## src/rtl/nasti_lite_pkg.sv

```systemverilog
// -----------------------------------------------------------------------------
// nasti_lite_pkg
// Shared definitions for the NASTI-Lite initiator: response codes, the
// transaction state encoding and the fixed protection attribute.
// -----------------------------------------------------------------------------
package nasti_lite_pkg;

    // BRESP/RRESP encodings
    localparam logic [1:0] RESP_OKAY   = 2'd0;
    localparam logic [1:0] RESP_EXOKAY = 2'd1;
    localparam logic [1:0] RESP_SLVERR = 2'd2;
    localparam logic [1:0] RESP_DECERR = 2'd3;

    // Unprivileged, secure, data access
    localparam logic [2:0] PROT_DEFAULT = 3'b000;

    typedef enum logic [2:0] {
        ST_IDLE,
        ST_WRITE,
        ST_WRESP,
        ST_READ,
        ST_RDATA,
        ST_RESP
    } state_e;

endpackage

```

## src/rtl/nasti_lite_chan_reg.sv

```systemverilog
// -----------------------------------------------------------------------------
// nasti_lite_chan_reg
// One-entry valid/ready hold register for an outgoing request channel.
// A load pulse captures the payload and raises valid; valid and payload stay
// stable until the handshake, after which the sticky done flag is set. The
// next load clears done.
//
// Ports:
//   clk, rst   clock, synchronous active-high reset
//   load       capture load_data and raise valid
//   load_data  payload to hold
//   valid      channel valid (registered)
//   ready      channel ready from the responder
//   data       held payload
//   fire       handshake this cycle (valid & ready)
//   done       handshake has completed since the last load
// -----------------------------------------------------------------------------
module nasti_lite_chan_reg #(
    parameter int WIDTH = 8
) (
    input  logic             clk,
    input  logic             rst,
    input  logic             load,
    input  logic [WIDTH-1:0] load_data,
    output logic             valid,
    input  logic             ready,
    output logic [WIDTH-1:0] data,
    output logic             fire,
    output logic             done
);

    logic             valid_q, valid_d;
    logic             done_q, done_d;
    logic [WIDTH-1:0] data_q, data_d;

    assign fire  = valid_q & ready;
    assign valid = valid_q;
    assign data  = data_q;
    assign done  = done_q;

    always_comb begin
        // NOTE: every _d gets a default first so no path leaves it unassigned (no latch).
        valid_d = valid_q;
        done_d  = done_q;
        data_d  = data_q;
        if (load) begin
            valid_d = 1'b1;
            done_d  = 1'b0;
            data_d  = load_data;
        end else if (fire) begin
            valid_d = 1'b0;
            done_d  = 1'b1;
        end
    end

    always_ff @(posedge clk) begin
        // NOTE: state flops use non-blocking assignment so all flops update from pre-edge values.
        if (rst) begin
            valid_q <= 1'b0;
            done_q  <= 1'b0;
        end else begin
            valid_q <= valid_d;
            done_q  <= done_d;
        end
    end

    // NOTE: the payload is only meaningful while valid is high, so it carries no reset.
    always_ff @(posedge clk) begin
        data_q <= data_d;
    end

endmodule

```

## src/rtl/nasti_lite_initiator.sv

```systemverilog
// -----------------------------------------------------------------------------
// nasti_lite_initiator
// Single-outstanding NASTI-Lite master. A request accepted on the command port
// becomes an AW+W/B write or an AR/R read; the bus response is returned on the
// response port and held until consumed.
//
// Ports:
//   clk, rst                 clock, synchronous active-high reset
//   req_*                    command port (valid/ready, write, addr, wdata, strb)
//   rsp_*                    response port (valid/ready, rdata, resp)
//   nasti_aw_* / nasti_w_*   write address / write data channels
//   nasti_b_*                write response channel
//   nasti_ar_* / nasti_r_*   read address / read data channels
// -----------------------------------------------------------------------------
module nasti_lite_initiator
    import nasti_lite_pkg::*;
#(
    parameter int                  ADDR_WIDTH = 16,
    parameter int                  DATA_WIDTH = 32,
    parameter int                  ID_WIDTH   = 1,
    parameter logic [ID_WIDTH-1:0] ID_VALUE   = '0
) (
    input  logic                    clk,
    input  logic                    rst,

    input  logic                    req_valid,
    output logic                    req_ready,
    input  logic                    req_write,
    input  logic [ADDR_WIDTH-1:0]   req_addr,
    input  logic [DATA_WIDTH-1:0]   req_wdata,
    input  logic [DATA_WIDTH/8-1:0] req_strb,

    output logic                    rsp_valid,
    input  logic                    rsp_ready,
    output logic [DATA_WIDTH-1:0]   rsp_rdata,
    output logic [1:0]              rsp_resp,

    output logic                    nasti_aw_valid,
    input  logic                    nasti_aw_ready,
    output logic [ID_WIDTH-1:0]     nasti_aw_id,
    output logic [ADDR_WIDTH-1:0]   nasti_aw_addr,
    output logic [2:0]              nasti_aw_prot,

    output logic                    nasti_w_valid,
    input  logic                    nasti_w_ready,
    output logic [DATA_WIDTH-1:0]   nasti_w_data,
    output logic [DATA_WIDTH/8-1:0] nasti_w_strb,

    input  logic                    nasti_b_valid,
    output logic                    nasti_b_ready,
    input  logic [ID_WIDTH-1:0]     nasti_b_id,
    input  logic [1:0]              nasti_b_resp,

    output logic                    nasti_ar_valid,
    input  logic                    nasti_ar_ready,
    output logic [ID_WIDTH-1:0]     nasti_ar_id,
    output logic [ADDR_WIDTH-1:0]   nasti_ar_addr,
    output logic [2:0]              nasti_ar_prot,

    input  logic                    nasti_r_valid,
    output logic                    nasti_r_ready,
    input  logic [ID_WIDTH-1:0]     nasti_r_id,
    input  logic [DATA_WIDTH-1:0]   nasti_r_data,
    input  logic [1:0]              nasti_r_resp
);

    localparam int STRB_WIDTH = DATA_WIDTH / 8;

    state_e                state_q, state_d;
    logic [DATA_WIDTH-1:0] rsp_rdata_q, rsp_rdata_d;
    logic [1:0]            rsp_resp_q, rsp_resp_d;

    logic aw_load, w_load, ar_load;
    logic aw_fire, w_fire, ar_fire;
    logic aw_done, w_done, ar_done;

    // Only one transaction is outstanding, so returned ids carry no information.
    logic unused_ids;
    assign unused_ids = ^{nasti_b_id, nasti_r_id, ar_done};

    // ---------------------------------------------------------------- channels
    nasti_lite_chan_reg #(.WIDTH(ADDR_WIDTH)) u_aw (
        .clk       (clk),
        .rst       (rst),
        .load      (aw_load),
        .load_data (req_addr),
        .valid     (nasti_aw_valid),
        .ready     (nasti_aw_ready),
        .data      (nasti_aw_addr),
        .fire      (aw_fire),
        .done      (aw_done)
    );

    nasti_lite_chan_reg #(.WIDTH(DATA_WIDTH + STRB_WIDTH)) u_w (
        .clk       (clk),
        .rst       (rst),
        .load      (w_load),
        .load_data ({req_wdata, req_strb}),
        .valid     (nasti_w_valid),
        .ready     (nasti_w_ready),
        .data      ({nasti_w_data, nasti_w_strb}),
        .fire      (w_fire),
        .done      (w_done)
    );

    nasti_lite_chan_reg #(.WIDTH(ADDR_WIDTH)) u_ar (
        .clk       (clk),
        .rst       (rst),
        .load      (ar_load),
        .load_data (req_addr),
        .valid     (nasti_ar_valid),
        .ready     (nasti_ar_ready),
        .data      (nasti_ar_addr),
        .fire      (ar_fire),
        .done      (ar_done)
    );

    assign nasti_aw_id   = ID_VALUE;
    assign nasti_ar_id   = ID_VALUE;
    assign nasti_aw_prot = PROT_DEFAULT;
    assign nasti_ar_prot = PROT_DEFAULT;

    // ------------------------------------------------------- state decodes
    // req_ready is forced low while rst is asserted so nothing is accepted in
    // the reset cycle, whatever state the flops held before it.
    assign req_ready     = (state_q == ST_IDLE) & ~rst;
    assign nasti_b_ready = (state_q == ST_WRESP);
    assign nasti_r_ready = (state_q == ST_RDATA);
    assign rsp_valid     = (state_q == ST_RESP);
    assign rsp_rdata     = rsp_rdata_q;
    assign rsp_resp      = rsp_resp_q;

    // ------------------------------------------------------------ next state
    always_comb begin
        state_d     = state_q;
        rsp_rdata_d = rsp_rdata_q;
        rsp_resp_d  = rsp_resp_q;
        aw_load     = 1'b0;
        w_load      = 1'b0;
        ar_load     = 1'b0;

        case (state_q)
            ST_IDLE: begin
                if (req_valid) begin
                    aw_load = req_write;
                    w_load  = req_write;
                    ar_load = ~req_write;
                    state_d = req_write ? ST_WRITE : ST_READ;
                end
            end
            ST_WRITE: begin
                // A channel counts as complete if it finished earlier or fires
                // now, which covers AW-first, W-first and same-cycle orders.
                if ((aw_done | aw_fire) && (w_done | w_fire)) begin
                    state_d = ST_WRESP;
                end
            end
            ST_WRESP: begin
                if (nasti_b_valid) begin
                    rsp_resp_d  = nasti_b_resp;
                    rsp_rdata_d = '0;
                    state_d     = ST_RESP;
                end
            end
            ST_READ: begin
                if (ar_fire) begin
                    state_d = ST_RDATA;
                end
            end
            ST_RDATA: begin
                if (nasti_r_valid) begin
                    rsp_resp_d  = nasti_r_resp;
                    rsp_rdata_d = nasti_r_data;
                    state_d     = ST_RESP;
                end
            end
            ST_RESP: begin
                if (rsp_ready) begin
                    state_d = ST_IDLE;
                end
            end
            default: state_d = ST_IDLE;
        endcase
    end

    always_ff @(posedge clk) begin
        if (rst) begin
            state_q     <= ST_IDLE;
            rsp_rdata_q <= '0;
            rsp_resp_q  <= RESP_OKAY;
        end else begin
            state_q     <= state_d;
            rsp_rdata_q <= rsp_rdata_d;
            rsp_resp_q  <= rsp_resp_d;
        end
    end

endmodule

```

## config.mk

```make
export PLATFORM = sky130hd
export DESIGN_NAME = nasti_lite_initiator
export DESIGN_NICKNAME = d
export VERILOG_FILES = /design/src/rtl/nasti_lite_pkg.sv /design/src/rtl/nasti_lite_chan_reg.sv /design/src/rtl/nasti_lite_initiator.sv
export SDC_FILE = /design/constraint.sdc
export NUM_CORES = 1
export LEC_CHECK = 0
export ABC_CLOCK_PERIOD_IN_PS = 2500
export CELL_PAD_IN_SITES_DETAIL_PLACEMENT = 1
export CELL_PAD_IN_SITES_GLOBAL_PLACEMENT = 1
export CORE_ASPECT_RATIO = 1.5
export CORE_UTILIZATION = 26
export DETAILED_ROUTE_END_ITERATION = 8
export HOLD_SLACK_MARGIN = 0.15
export PLACE_DENSITY = 0.81
export SYNTH_ARGS = -nofsm -noshare
export SYNTH_HDL_FRONTEND = slang
export SYNTH_SLANG_ARGS = --single-unit
```

## constraint.sdc

```tcl
create_clock -name clk -period 2.5 [get_ports clk]
set_clock_uncertainty 0.2 [all_clocks]
set_input_delay 0.25 -clock clk [delete_from_list [all_inputs] [get_ports clk]]
set_output_delay 0.25 -clock clk [all_outputs]
set_load 0.01 [all_outputs]
```

==> impl_metrics.json <==
{
  "synth_area_leaders": "edfxtp_1 53%, dfxtp_1 22%, a21oi_1 4.9%",
  "wl_met3_mm": 1.39,
  "grt_first_pass_wirelength_mm": 17.0,
  "clk_pin_slew_worst_paths_ns": 0.08,
  "critPathSlowestCell": "dfxtp_1",
  "drv_cap": 0,
  "drc": 0,
  "fmax_mhz": 425,
  "pin_count": 217,
  "synth.most_common_cell": "edfxtp_1",
  "async_reset_ff_share_pct": 0,
  "rsz0062_at_grt": "false",
  "wl_met1_mm": 4.22,
  "synth_edf_count": 68,
  "ys_ff_latch": 110,
  "tritoncts": "yes",
  "antenna_found_initial": 0,
  "slew_violations": 0,
  "diodes": 0,
  "grt_pass1_vias": 3144,
  "fp.dieW_um": 101,
  "port_buffers": 206,
  "place_congestion": 0.733,
  "synth_commonest_cells": "68 x edfxtp_1, 42 x dfxtp_1, 38 x a21oi_1, 35 x nand2_1, 34 x o21ai_0",
  "hpwl_mm": 8.71,
  "period_minus_slack_ns": 2.35,
  "slew_headroom_pct": 63.6,
  "hold_buffers": 0,
  "end_kind": "primary output",
  "avgViaCountPerCell": 4.38,
  "clock_path_buffers": 2,
  "startpoint_type": "flip-flop",
  "yosysSeqAreaShare_pct": 74.9,
  "synth_area_leader_cell": "edfxtp_1",
  "cpPeakStageDelay_ns": 0.67,
  "track_usage_pct": 14.7,
  "cts_buffers": 9,
  "grt_overflow_total": 0,
  "yosys_warnings": 0,
  "worstHoldPathCells": 3,
  "synthFlopType": "edfxtp_1",
  "initial_core_util_pct": 26.5,
  "layout.cells.non_filler": 692,
  "wl_per_cell_um": 16.5,
  "powerDensity_nw_per_um2": 813,
  "fin_hold_ws_ns": 0.243,
  "r2r_cells": 5,
  "ir_worst_vdd_mv": 0.365,
  "required_ns": 2.05,
  "die_y_um": 151,
  "grt_max_degree": 46,
  "drive_gt1_share_pct": 6.25,
  "place_ws_ns": 0.376,
  "finalSetupTns_ns": 0,
  "cp_max_fo": 13,
  "wl_mm": 11.4,
  "period_share_pct": 94.0,
  "ant_nets": 0,
  "hp-class": "input pin to flip-flop",
  "crit_chain": "nor2b_1 > and2_1 > clkdlybuf4s50_1",
  "yosys.cell_types.count": 33,
  "wl_met2_mm": 5.71,
  "die-area_sq_um": 15300,
  "rows": 54,
  "worst_pin_slew_ns": 0.545,
  "hold_viol": 0,
  "area_growth_pct": 66.5,
  "leakage_uw": 0.00215,
  "worst_slack_ns": 0.149,
  "clk_latency_ns": 0.34,
  "critPathArrivalTime_ns": 1.90,
  "cts_root_buffer": "clkbuf_16",
  "cts_sinks": 110,
  "drt-initial-drc-count": 66,
  "syn_area_per_cell_sq_um": 13.6,
  "coreArea_sq_um": 14500,
  "top_layer_used": "met4",
  "place_inst": 676,
  "synth.cell_area_sq_um": 3850,
  "outcome": "finished clean",
  "fin_total_pwr_uw": 5210,
  "synth_top_area_share_pct": 53.1,
  "finalSetupViolations": 0,
  "path_class": "flip-flop to primary output",
  "netlist_instances": 284,
  "nets": 591,
  "vias": 3031,
  "htree_num_levels": 3,
  "first_pass_iters": 4
}
-- report_power, final --
group	internal (uW)	switching (uW)	leakage, uW
combinational	733	709	0.00104
clock	706	697	0.000143
sequential	2220	148	0.000967
total	3660	1550	0.00215
-- through the flow --
step | cell area (sq um) | util (%)
floorplan | 3880 | -
global placement | 6120 | 42.1
detailed placement | 6120 | 42.1
CTS | 6410 | 44.1
global route | 6410 | 44.1
finish | 6410 | 44.1
-- flip-flops by register name, indices dropped and copies added, names as in the netlist --
| signal | count |
|---|---|
| u_w.data | 36 |
| rsp_rdata | 32 |
| u_ar.data | 16 |
| u_aw.data | 16 |
| state_q | 3 |
| rsp_resp | 2 |
| u_ar.valid | 1 |
| u_aw.done | 1 |
| u_aw.valid | 1 |
| u_w.done | 1 |
| u_w.valid | 1 |
-- routing by layer --
layer  vias up  GRT usage [%]
li1       1422              -
met1      1420           15.6
met2       180           26.1
met3         9           5.95
met4         0           5.22
met5         -              0
-- cell families after synthesis --
family,count (synthesis),synth area share [%]
other,1,0.0974
muxes,5,1.30
DFF,110,74.9
AOI/OAI and AO/OA,79,10.8
and+or+nand+nor,62,8.68
buffers and inverters,27,4.19
-- cell usage in the layout (no fill, tap or decap), types with 2 or more instances in the layout --
cell type,synthesis,layout
buf_12,0,2
or3_1,2,2
a21oi_1,38,38
nor3_1,4,4
edfxtp_1,68,68
nor2_1,2,2
inv_6,0,3
clkbuf_16,0,9
nor2b_1,4,4
o21ai_0,34,34
clkdlybuf4s50_1,0,206
nand2_1,35,35
nand2b_1,5,5
conb_1,1,8
buf_4,8,6
dfxtp_1,42,41
mux2i_1,5,5
nor3b_2,2,2
-- layout make-up --
type                       instances  area [sq um]
clock buffer                      10           229
clock inverter                     6          62.6
fill                            1536          8120
inverter                           2          11.3
multi-input combinational        154           831
sequential                       110          2880
tap                              196           245
timing repair buffer             214          2150
-- worst paths after layout --
kind | slack [ns] | startpoint | to
worst max-delay path | 0.15 | state_q[0]$_SDFFE_PP0P_ | rsp_valid
worst max register to register | 0.44 | state_q[0]$_SDFFE_PP0P_ | rsp_rdata[5]$_SDFFE_PP0P_
worst min-delay path | 0.24 | nasti_r_data[16] | rsp_rdata[16]$_SDFFE_PP0P_
worst min register to register | 0.28 | rsp_rdata[22]$_SDFFE_PP0P_ | rsp_rdata[22]$_SDFFE_PP0P_
-- critical path, delay by kind of cell, from the launching register on --
kind / cells / cell delay (ns)
AND/OR/NAND/NOR: 2 / 0.35
buffers and inverters: 1 / 0.54
flip-flops: 1 / 0.67
-- timing repair --
action | in CTS | in global routing
setup endpoints to repair | 0 | 1
gates resized for setup | 0 | 1
setup buffers | 0 | 0
No activity file was read; power rests on OpenSTA's default activity.
